### config.mk
export PLATFORM = sky130hd
export DESIGN_NAME = led7219_rx
export DESIGN_NICKNAME = d
export VERILOG_FILES = /design/src/rtl/led7219_rx.sv
export SDC_FILE = /design/constraint.sdc
export NUM_CORES = 1
export LEC_CHECK = 0
export ABC_CLOCK_PERIOD_IN_PS = 2550
export CAP_MARGIN = 10
export CORE_MARGIN = 10
export CORE_UTILIZATION = 30
export CTS_CLUSTER_DIAMETER = 50
export DETAILED_ROUTE_END_ITERATION = 8
export PLACE_DENSITY_LB_ADDON = 0.2
export SLEW_MARGIN = 5
export SYNTH_ARGS = -nofsm -noshare
export SYNTH_HDL_FRONTEND = slang
export SYNTH_SLANG_ARGS = --single-unit
### constraint.sdc
create_clock -name clk -period 2.55 [get_ports clk]
set_input_delay 0.51 -clock clk [delete_from_list [all_inputs] [get_ports clk]]
set_output_delay 0.51 -clock clk [all_outputs]
set_load 0.05 [all_outputs]
### src/rtl/led7219_rx.sv
// led7219_rx: oversampling receiver for the 3-wire MAX7219-style chain.
// Reassembles daisy-chained 16-bit words into per-device register writes
// and keeps a readable shadow copy of every device register.
module led7219_rx #(
  parameter int unsigned NDEV        = 4,
  parameter int unsigned SYNC_STAGES = 2,
  localparam int unsigned DW         = (NDEV > 1) ? $clog2(NDEV) : 1
) (
  input  logic          clk,
  input  logic          rst_n,
  input  logic          leds_in,
  input  logic          leds_cs,
  input  logic          leds_clk,
  output logic          wr_valid,
  output logic [DW-1:0] wr_dev,
  output logic [3:0]    wr_addr,
  output logic [7:0]    wr_data,
  output logic          frame_err,
  output logic [15:0]   frame_cnt,
  output logic          busy,
  input  logic [DW-1:0] rd_dev,
  input  logic [3:0]    rd_addr,
  output logic [7:0]    rd_data
);

  localparam int unsigned FB = NDEV * 16;
  localparam int unsigned BW = $clog2(FB + 2);

  typedef enum logic [1:0] {IDLE, SHIFT, COMMIT} state_t;

  state_t                  state, state_d;
  logic [SYNC_STAGES-1:0]  sy_dat, sy_cs, sy_sck;
  logic                    cs_q, sck_q;
  logic                    dat_s, cs_s, sck_s;
  logic                    cs_fall, cs_rise, sck_rise;
  logic [NDEV-1:0][15:0]   sreg;
  logic [NDEV-1:0][11:0]   snap;
  logic [BW-1:0]           bcnt;
  logic [DW-1:0]           dcnt, dcnt_d;
  logic                    act, act_d, pend, pend_d;
  logic                    shift_en, clr_bcnt, load_snap, word_en, err_d, inc_cnt;
  logic [11:0]             cur;
  logic [3:0]              cw_addr;
  logic [7:0]              cw_data;
  logic [NDEV-1:0][15:0][7:0] shadow;

  assign dat_s    = sy_dat[SYNC_STAGES-1];
  assign cs_s     = sy_cs[SYNC_STAGES-1];
  assign sck_s    = sy_sck[SYNC_STAGES-1];
  assign cs_fall  = ~cs_s & cs_q;
  assign cs_rise  = cs_s & ~cs_q;
  assign sck_rise = sck_s & ~sck_q;
  assign cur      = snap[dcnt];
  assign cw_addr  = cur[11:8];
  assign cw_data  = cur[7:0];

  // Input synchronizers plus one-cycle delayed copies for edge detection
  always_ff @(posedge clk or negedge rst_n) begin
    if (!rst_n) begin
      sy_dat <= '0;
      sy_cs  <= '0;
      sy_sck <= '0;
      cs_q   <= 1'b0;
      sck_q  <= 1'b0;
    end else begin
      sy_dat <= SYNC_STAGES'({sy_dat, leds_in});
      sy_cs  <= SYNC_STAGES'({sy_cs, leds_cs});
      sy_sck <= SYNC_STAGES'({sy_sck, leds_clk});
      cs_q   <= cs_s;
      sck_q  <= sck_s;
    end
  end

  // FSM state and commit bookkeeping registers
  always_ff @(posedge clk or negedge rst_n) begin
    if (!rst_n) begin
      state <= IDLE;
      dcnt  <= '0;
      act   <= 1'b0;
      pend  <= 1'b0;
    end else begin
      state <= state_d;
      dcnt  <= dcnt_d;
      act   <= act_d;
      pend  <= pend_d;
    end
  end

  // Next state and datapath controls; a new frame may be captured during COMMIT
  always_comb begin
    state_d   = state;
    dcnt_d    = dcnt;
    act_d     = act;
    pend_d    = pend;
    shift_en  = 1'b0;
    clr_bcnt  = 1'b0;
    load_snap = 1'b0;
    word_en   = 1'b0;
    err_d     = 1'b0;
    inc_cnt   = 1'b0;
    case (state)
      IDLE: begin
        if (cs_fall) begin
          clr_bcnt = 1'b1;
          state_d  = SHIFT;
        end
      end
      SHIFT: begin
        shift_en = sck_rise;
        if (cs_rise) begin
          if (bcnt == BW'(FB)) begin
            load_snap = 1'b1;
            dcnt_d    = '0;
            state_d   = COMMIT;
          end else begin
            err_d   = (bcnt != '0);
            state_d = IDLE;
          end
        end
      end
      COMMIT: begin
        word_en = 1'b1;
        if (act) begin
          shift_en = sck_rise;
          if (cs_rise) begin
            act_d = 1'b0;
            if (bcnt == BW'(FB)) pend_d = 1'b1;
            else                 err_d  = (bcnt != '0);
          end
        end else if (cs_fall) begin
          clr_bcnt = 1'b1;
          act_d    = 1'b1;
        end
        if (dcnt == DW'(NDEV - 1)) begin
          inc_cnt = 1'b1;
          dcnt_d  = '0;
          if (pend_d) begin
            load_snap = 1'b1;
            pend_d    = 1'b0;
          end else if (act_d) begin
            act_d   = 1'b0;
            state_d = SHIFT;
          end else begin
            state_d = IDLE;
          end
        end else begin
          dcnt_d = dcnt + DW'(1);
        end
      end
      default: state_d = IDLE;
    endcase
  end

  // Shift register, saturating bit counter and commit snapshot
  always_ff @(posedge clk or negedge rst_n) begin
    if (!rst_n) begin
      sreg <= '0;
      bcnt <= '0;
      snap <= '0;
    end else begin
      if (shift_en) sreg <= FB'({sreg, dat_s});
      if (clr_bcnt)                               bcnt <= '0;
      else if (shift_en && bcnt != BW'(FB + 1))   bcnt <= bcnt + BW'(1);
      if (load_snap) begin
        for (int k = 0; k < int'(NDEV); k++) snap[k] <= sreg[k][11:0];
      end
    end
  end

  // Write strobe, shadow update, status outputs and registered read port
  always_ff @(posedge clk or negedge rst_n) begin
    if (!rst_n) begin
      wr_valid  <= 1'b0;
      wr_dev    <= '0;
      wr_addr   <= '0;
      wr_data   <= '0;
      frame_err <= 1'b0;
      frame_cnt <= '0;
      busy      <= 1'b0;
      rd_data   <= '0;
      shadow    <= '0;
    end else begin
      wr_valid <= word_en && (cw_addr != 4'd0);
      if (word_en && (cw_addr != 4'd0)) begin
        wr_dev               <= dcnt;
        wr_addr              <= cw_addr;
        wr_data              <= cw_data;
        shadow[dcnt][cw_addr] <= cw_data;
      end
      frame_err <= err_d;
      frame_cnt <= frame_cnt + 16'(inc_cnt);
      busy      <= (state_d == COMMIT);
      if ((32'(rd_dev) < NDEV) && (rd_addr != 4'd0)) rd_data <= shadow[rd_dev][rd_addr];
      else                                            rd_data <= '0;
    end
  end

endmodule

[Yosys cells after proc, flatten, opt, wreduce, memory -nomap -nowiden]
Cells that the tools add are included.
Word-level totals
  logic and storage cells: 176
  flip-flop bits (word level): 682
  output and inout bits: 41
Cells by class
  bitwise operators: 6
  add/sub/neg operators: 3
  $lt $le $gt $ge: 6
  eq/ne operators: 8
  reductions and logical operators: 11
  mux-type cells: 52
Operators by type and width (number)
  $bwmux W512: 1
  $bmux W128 S2: 1
  $demux W128 S2: 1
  $mux W128: 2
  $bmux W8 S4: 1
  $demux W8 S4: 1
  $bmux W12 S2: 1
  $mux W1: 24
  $mux W8: 3
  $add A16 B1 Y16: 1
  $mux W2: 8
  $mux W7: 2
  $mux W12: 1
  $lt A4 B5 Y1 const B: 2
  $pmux W1 S2: 4
  $reduce_bool A4 Y1: 2
  $add A7 B1 Y7 const B: 1
  $eq A7 B7 Y1 const B: 1
  $ne A7 B7 Y1 const B: 1
  $reduce_bool A7 Y1: 1
  $eq A2 B2 Y1 const B: 3
  $lt A2 B3 Y1 const B: 2
  $pmux W2 S3: 1
  $ge A4 B1 Y1 const B: 1
  11 further kinds: 20

[Depth between registers and ports, before layout]
Gate-level depths: netlist of run 1.
  depth after elaboration: 10
  depth in mapped cells: 11
  gate-level depth less buffers: 10

[Worst setup path after synthesis of run 1]
OpenSTA, ideal clock, no wires.
  path kind: register -> register
  start point: register dcnt[0]
  end point: register shadow[264] (netlist name)
  cell stages (with the launch flop): 11
  buffers on the path: 3
  setup time: 0.125 ns
  clock period less this slack: 2.640 ns
  data arrival time: 2.515 ns
  slack: -0.090 ns
  data required time: 2.425 ns
  cells stage by stage: dfrtp_1 > buf_2 > mux4_2 > nor2_2 > a21o_4 > inv_2 > and2_1 > buf_2 > buf_6 > nand2_4 > mux2_2
On the way
  word-level cells in the longest chain between the ends: 9
  elaborated cells on any way between the ends: 15
  classes of those cells: order compare (4); mux (7); reduce/logical (4)
Ends and longest elaborated chain
  start, declared: RTL line 39  | logic [DW-1:0] dcnt, dcnt_d;
  start signal, assigned: RTL line 83  | dcnt <= dcnt_d;
  $bmux W12 S2: RTL line 53  | assign cur = snap[dcnt];
  $mux W12 (implied by the code): RTL line 53
  $lt A4 B5 Y1 (implied by the code) / $ge A4 B1 Y1 (equally long branches): RTL line 188  | shadow[dcnt][cw_addr] <= cw_data;
  $logic_and A1 B1 Y1 (implied by the code): RTL line 188
  $mux W8 (implied by the code): RTL line 188
  $demux W8 S4: RTL line 188
  $mux W128 (implied by the code): RTL line 188
  $demux W128 S2: RTL line 188
  $bwmux W512: RTL line 188
  end signal, assigned by index: RTL line 188
  end, declared: RTL line 45  | logic [NDEV-1:0][15:0][7:0] shadow;
Several ways; a longest one is shown, not always the timed one. The select of a mux whose other input is x is not followed.
A chain may end at the register's enable or synchronous reset.

[Worst setup path in the final report of run 1]
  start point: register dcnt[0]
  end point: register shadow[160] (netlist name)
Same word-level chain as after synthesis.

==> metrics.yaml, run 1 <==
start_util: 0.302
yosysUniqueCellTypes: 66
setup_viol: 0
clock_sinks: 656
worst_pin_slew_ns: 0.688
route.detailed.drc: 0
report.final.slew_viol_count: 0
antenna_found_initial: 2
p_leak_nw: 17.0
drv_cap: 0
min_path_type: "in -> reg"
grt_pass1_wl_um: 126000
critPathMaxFanout: 8
hpwlAfterDp_um: 53200
syn_area_per_cell_sq_um: 13.1
grt.overflow.total: 0
synth_cells: 2219
routedWlPerCell_um: 21.7
powerDensity_nw_per_um2: 679
synth_edf_count: 0
drive_above_1_share: 0.361
rows: 114
post-route-min-period_ns: 2.47
synth_seq_cells: 656
ff2ff_path_depth: 7
hold_violations: 0
cts.path.max_buffers: 3
grt_usage: 0.146
postCtsSetupRepairBufs: 0
fill_cells: 9261
multiInputGateArea_sq_um: 12200
synth_top_cell_by_area: "dfrtp_1"
critPathKind: "reg -> reg"
die_w_um: 332
dieArea_sq_um: 110000
port-buffer-count: 51
vias: 18400
first_global_vias: 19700
clk_latency_ns: 0.65
synthTopCellsByCount: "dfrtp_1, mux2_2, nand2_1"
root_buffer: "clkbuf_16"
via_per_inst: 4.93
num_io_pins: 52
drt-initial-drc-count: 1091
startpoint_type: "flip-flop"
final_util: 0.369
post-route-period-util: 0.968
yosysMostFrequentCell: "dfrtp_1"
yosys.area.top_type_share: 0.563
synth_area_sq_um: 29100
regArea_sq_um: 16400
dp_cells: 3571
relSlewSlack: 0.542
ys_top_cells_by_area: "dfrtp_1, mux2_2, mux4_2"
finalNonFillerCells: 3728
end_kind: "flip-flop"
ir_worst_vdd_uv: 483
postRouteAntennaNets: 0
place_congestion: 0.801
htreeDepth: 3
ys.flop_type: "dfrtp_1"
core_area_sq_um: 96600
cp.required_ns: 3.07
areaGrowthSynthToFinish_pct: 22.1
fin_skew_ns: 0.0229
firstDrtPassIters: 6
grt_max_degree: 87
die_h_um: 332
async_reset_ff_frac: 1.00
whs_path_depth: 1
fmax_mhz: 405
wl_um: 80700
synth_seq_area_share: 0.563
final_net_count: 2409
yosys_warnings: 0
clk_pin_slew_worst_paths_ns: 0.05
status: "complete, no violations"
cts_tree: "yes"
rsz0062_at_grt: "yes"
synth_fp_nets: 2243
critical_path_arrival_ns: 2.99
cts-buffers-inserted: 87
==> path summary, 6_finish.rpt <==
check,start,endpoint,slack [ns]
max in group asynchronous,rst_n,shadow[493],1.21
min in group asynchronous,rst_n,frame_cnt[12],0.42
worst min register to register,sy_sck[0],sy_sck[1],0.35
worst max register to register,dcnt[0],shadow[160],0.08
worst max-delay path,dcnt[0],shadow[160],0.08
worst min-delay path,leds_clk,sy_sck[0],0.31
==> repair_timing <==
item | CTS | global route
hold endpoints to repair | 34 | 0
resized for setup | 2 | 21
gates cloned | 0 | 0
setup endpoints to repair | 156 | 144
hold buffers | 1 | 0
pin swaps | 0 | 2
==> layout by cell type (no fill, tap or decap), drive strengths merged, types with 6 or more instances in the layout <==
cell / synthesis / routed
mux2: 414 / 414
mux4: 113 / 113
inv: 16 / 23
ha: 13 / 13
nand3: 18 / 18
nand2: 401 / 401
and2: 11 / 11
o21a: 8 / 8
clkdlybuf4s50: 0 / 46
a21oi: 19 / 19
clkinv: 0 / 19
nor4: 6 / 6
a22oi: 15 / 15
clkbuf: 100 / 116
xnor2: 17 / 17
bufinv: 0 / 9
a22o: 8 / 8
buf: 45 / 174
o21ai: 156 / 156
mux2i: 49 / 49
o22ai: 9 / 9
nand4: 15 / 15
nor2b: 8 / 8
nand2b: 11 / 11
nor2: 43 / 43
dfrtp: 656 / 656
nor3: 16 / 16
==> cells by family (layout without fill, tap and decap cells) <==
kind of cell	count (synthesis)	after routing	synth area share
AOI/OAI and AO/OA	246	246	0.0494
xor gates and xnor gates	20	20	0.00601
adders and majority gates	13	13	0.00558
buffers and inverters	161	393	0.0228
DFF	656	656	0.563
muxes	576	576	0.264
other	0	1	0
and+or+nand+nor	547	547	0.0887
==> layer usage <==
| metal | GRT usage | wire length, um | share of wire |
|---|---|---|---|
| met1 | 0.197 | 37300 | 0.46 |
| met2 | 0.237 | 38600 | 0.48 |
| met3 | 0.0270 | 3130 | 0.039 |
| met4 | 0.0383 | 1640 | 0.020 |
| met5 | 0 | 0 | 0 |
==> critical path, cell delays in order (launching register included) <==
cell and delay (ns):
dfrtp_2 0.45, mux4_2 0.58, buf_4 0.20, buf_12 0.14, nor4b_4 0.26, buf_4 0.22
nand2_2 0.18, mux2_2 0.32
==> report_power, final <==
group,internal (mW),switching (mW)
Clock,7.73,4.80
Sequential,10.5,0.0549
Combinational,0.381,0.712
Total,18.6,5.57
==> sequential cells by signal, indices dropped and copies added (netlist names), 4 cells and up <==
name / count
shadow: 486
sreg: 60
snap: 48
frame_cnt: 16
rd_data: 8
wr_data: 8
bcnt: 7
wr_addr: 4
==> per-stage QoR <==
| stage | setup slack, ns | setup TNS, ns | total power [mW] | instance area, sq um | hold slack [ns] |
|---|---|---|---|---|---|
| after floorplan | 0.000892 | 0 | 11.2 | 29200 | 0.214 |
| after global placement | -0.305 | -1.94 | 11.8 | 32500 | 0.336 |
| after detailed placement | -0.332 | -3.56 | 11.8 | 32500 | 0.337 |
| after CTS | 0.00696 | 0 | 24.5 | 35500 | 0.259 |
| after global routing | -0.0256 | -0.528 | 25.1 | 35600 | 0.276 |
| final | 0.0828 | 0 | 24.2 | 35600 | 0.306 |
==> final cells by class <==
type                    instances  share of cell area
multi-input cells            1402               0.342
inverters                      16             0.00169
flip-flops and latches        656               0.461
repair buffers                222              0.0659
clock buffers                 116              0.0691
well taps                    1276              0.0449
diodes                          1           0.0000703
clock inverters                39              0.0151
(Power assumes the default switching activity.)
==> run 2: changes to the inputs <==
--- a/config.mk
+++ b/config.mk
@@ -7,8 +7,8 @@
 export LEC_CHECK = 0
 export ABC_CLOCK_PERIOD_IN_PS = 2550
 export CAP_MARGIN = 10
-export CORE_MARGIN = 10
 export CORE_UTILIZATION = 30
+export CTS_BUF_LIST = sky130_fd_sc_hd__clkbuf_8
 export CTS_CLUSTER_DIAMETER = 50
 export DETAILED_ROUTE_END_ITERATION = 8
 export PLACE_DENSITY_LB_ADDON = 0.2
==> run 2 against run 1 <==
  * Die area decreased by 11%
  * Critical path depth increased by 1
  * Worst hold slack got worse by 0.082 ns
  * Total power decreased by 13%
  * Highest routed layer unchanged
  * Setup slack got worse by 0.012 ns
  * Register-to-register slack about the same
  * Non-clock buffer count decreased by 7
  * Design area decreased by 2.3%
  * Utilization decreased by 0.46 points
  * Largest cell class unchanged
==> metrics.yaml, run 2 (synthesis results as in run 1) <==
startpoint_type: "flip-flop"
rows: 113
route.detailed.drc: 0
min_path_type: "in -> reg"
critPathMaxFanout: 11
ir_worst_vdd_uv: 423
finalNonFillerCells: 3753
root_buffer: "clkbuf_8"
setup_viol: 0
final_net_count: 2429
die_w_um: 314
setup_ws_ns: 0.0708
end_kind: "flip-flop"
worst_pin_slew_ns: 1.02
finalPower_mw: 21.0
routedWlPerCell_um: 21.6
critical_path_arrival_ns: 3.09
fmax_mhz: 403
num_io_pins: 52
cts.path.max_buffers: 3
core_area_sq_um: 95600
hpwlAfterDp_um: 53900
intPower_mw: 15.8
die_h_um: 314
areaGrowthSynthToFinish_pct: 19.4
drive_above_1_share: 0.361
postRouteAntennaNets: 0
grt_pass1_wl_um: 125000
netSwitchingFraction: 0.246
clk_latency_ns: 0.77
cts_tree: "yes"
cts-buffers-inserted: 114
dp_cells: 3552
rsz0062_at_grt: "yes"
drt-initial-drc-count: 1082
first_global_vias: 19900
seq_power_share: 0.502
powerDensity_nw_per_um2: 604
port-buffer-count: 51
placed_area_sq_um: 32500
hold_ws_ns: 0.224
cp_slowest_cell: "mux4_2"
p_leak_nw: 17.0
htreeDepth: 3
clk_pin_slew_worst_paths_ns: 0.06
top_register: "shadow"
grt.overflow.total: 0
p_sw_mw: 5.17
fin_skew_ns: 0.0510
hold_violations: 0
path_cells: "mux4_2 -> nor2_4 -> a21o_4 -> inv_2 -> and2_1 -> buf_12 -> nand2_2 -> mux2_2"
critPathKind: "reg -> reg"
start_util: 0.305
pwr-share-clk: 0.447
cp_slowest_stage_delay_ns: 0.60
comb_power_share: 0.052
place_congestion: 0.830
vias: 18500
clock_sinks: 656
grt_max_degree: 82
dp_slack_ns: -0.404
report.final.slew_viol_count: 0
reg.largest.list: "shadow (486), sreg (60), snap (48)"
grt_usage: 0.168
layout_common_cells: "dfrtp_1, mux2_2, nand2_1, o21ai_0, clkbuf_8"
status: "complete, no violations"
firstDrtPassIters: 5
post-route-period-util: 0.972
drv_cap: 0
dieArea_sq_um: 98400
largest_reg_flops: 486
via_per_inst: 4.92
post-route-min-period_ns: 2.48
cp.required_ns: 3.17
fin_area_sq_um: 34800
relSlewSlack: 0.321
final_common_cell: "dfrtp_1"
antenna_found_initial: 2
wl_um: 81000
==> run 2: worst max-delay path: cells and delay by family, from the launching register on <==
family | cells | cell delay (ns)
DFF | 1 | 0.45
AOI/OAI and AO/OA | 1 | 0.13
muxes | 2 | 0.97
and+or+nand+nor | 3 | 0.56
buffers and inverters | 2 | 0.21
==> run 2: final timing paths <==
kind	slack (ns)	start	cells after the start	endpoint
max	0.07	dcnt[0]	8	shadow[206]
min	0.22	leds_clk	1	sy_sck[0]
max reg2reg	0.07	dcnt[0]	8	shadow[206]
min reg2reg	0.35	sy_cs[0]	0	sy_cs[1]
max in group asynchronous	1.25	rst_n	4	bcnt[5]
min in group asynchronous	0.29	rst_n	2	shadow[389]
==> run 2: layout make-up <==
| cell class | count | area, sq um |
|---|---|---|
| fill | 9302 | 60800 |
| sequential | 656 | 16400 |
| multi-input combinational | 1402 | 12200 |
| timing repair buffer | 215 | 2300 |
| clock buffer | 135 | 1860 |
| tap | 1265 | 1580 |
| clock inverter | 61 | 348 |
| inverter | 16 | 60.1 |
| antenna | 3 | 7.51 |
==> run 2: power groups by stage <==
stage / combinational [mW] / sequential, mW / clock [mW]
final: 1.09 / 10.5 / 9.38
after CTS: 1.11 / 10.5 / 9.70
after global placement: 1.09 / 10.7 / 0
after global routing: 1.20 / 10.5 / 10.2
after floorplan: 0.472 / 10.7 / 0
after detailed placement: 1.11 / 10.7 / 0
==> run 2: routing by layer <==
metal	global-route usage	wire, um	vias up
met5	0	0	-
met4	0.0520	2210	0
met3	0.0327	3790	142
met2	0.266	37700	413
met1	0.233	37300	9610
li1	-	-	8296
==> run 2: per-stage QoR <==
stage / setup TNS, ns / utilization
final: 0 / 0.364
after global placement: -3.92 / 0.340
after floorplan: 0 / -
after global routing: -0.132 / 0.364
after CTS: 0 / 0.363
after detailed placement: -5.78 / 0.340
==> run 2: timing repair <==
| action | 4_1_cts | 5_1_grt |
|---|---|---|
| hold buffers | 1 | 0 |
| endpoints found under the hold margin | 41 | 0 |
| setup buffers | 0 | 1 |
| pin swaps | 0 | 1 |
| setup endpoints to repair | 144 | 135 |
| gates resized for setup | 15 | 26 |
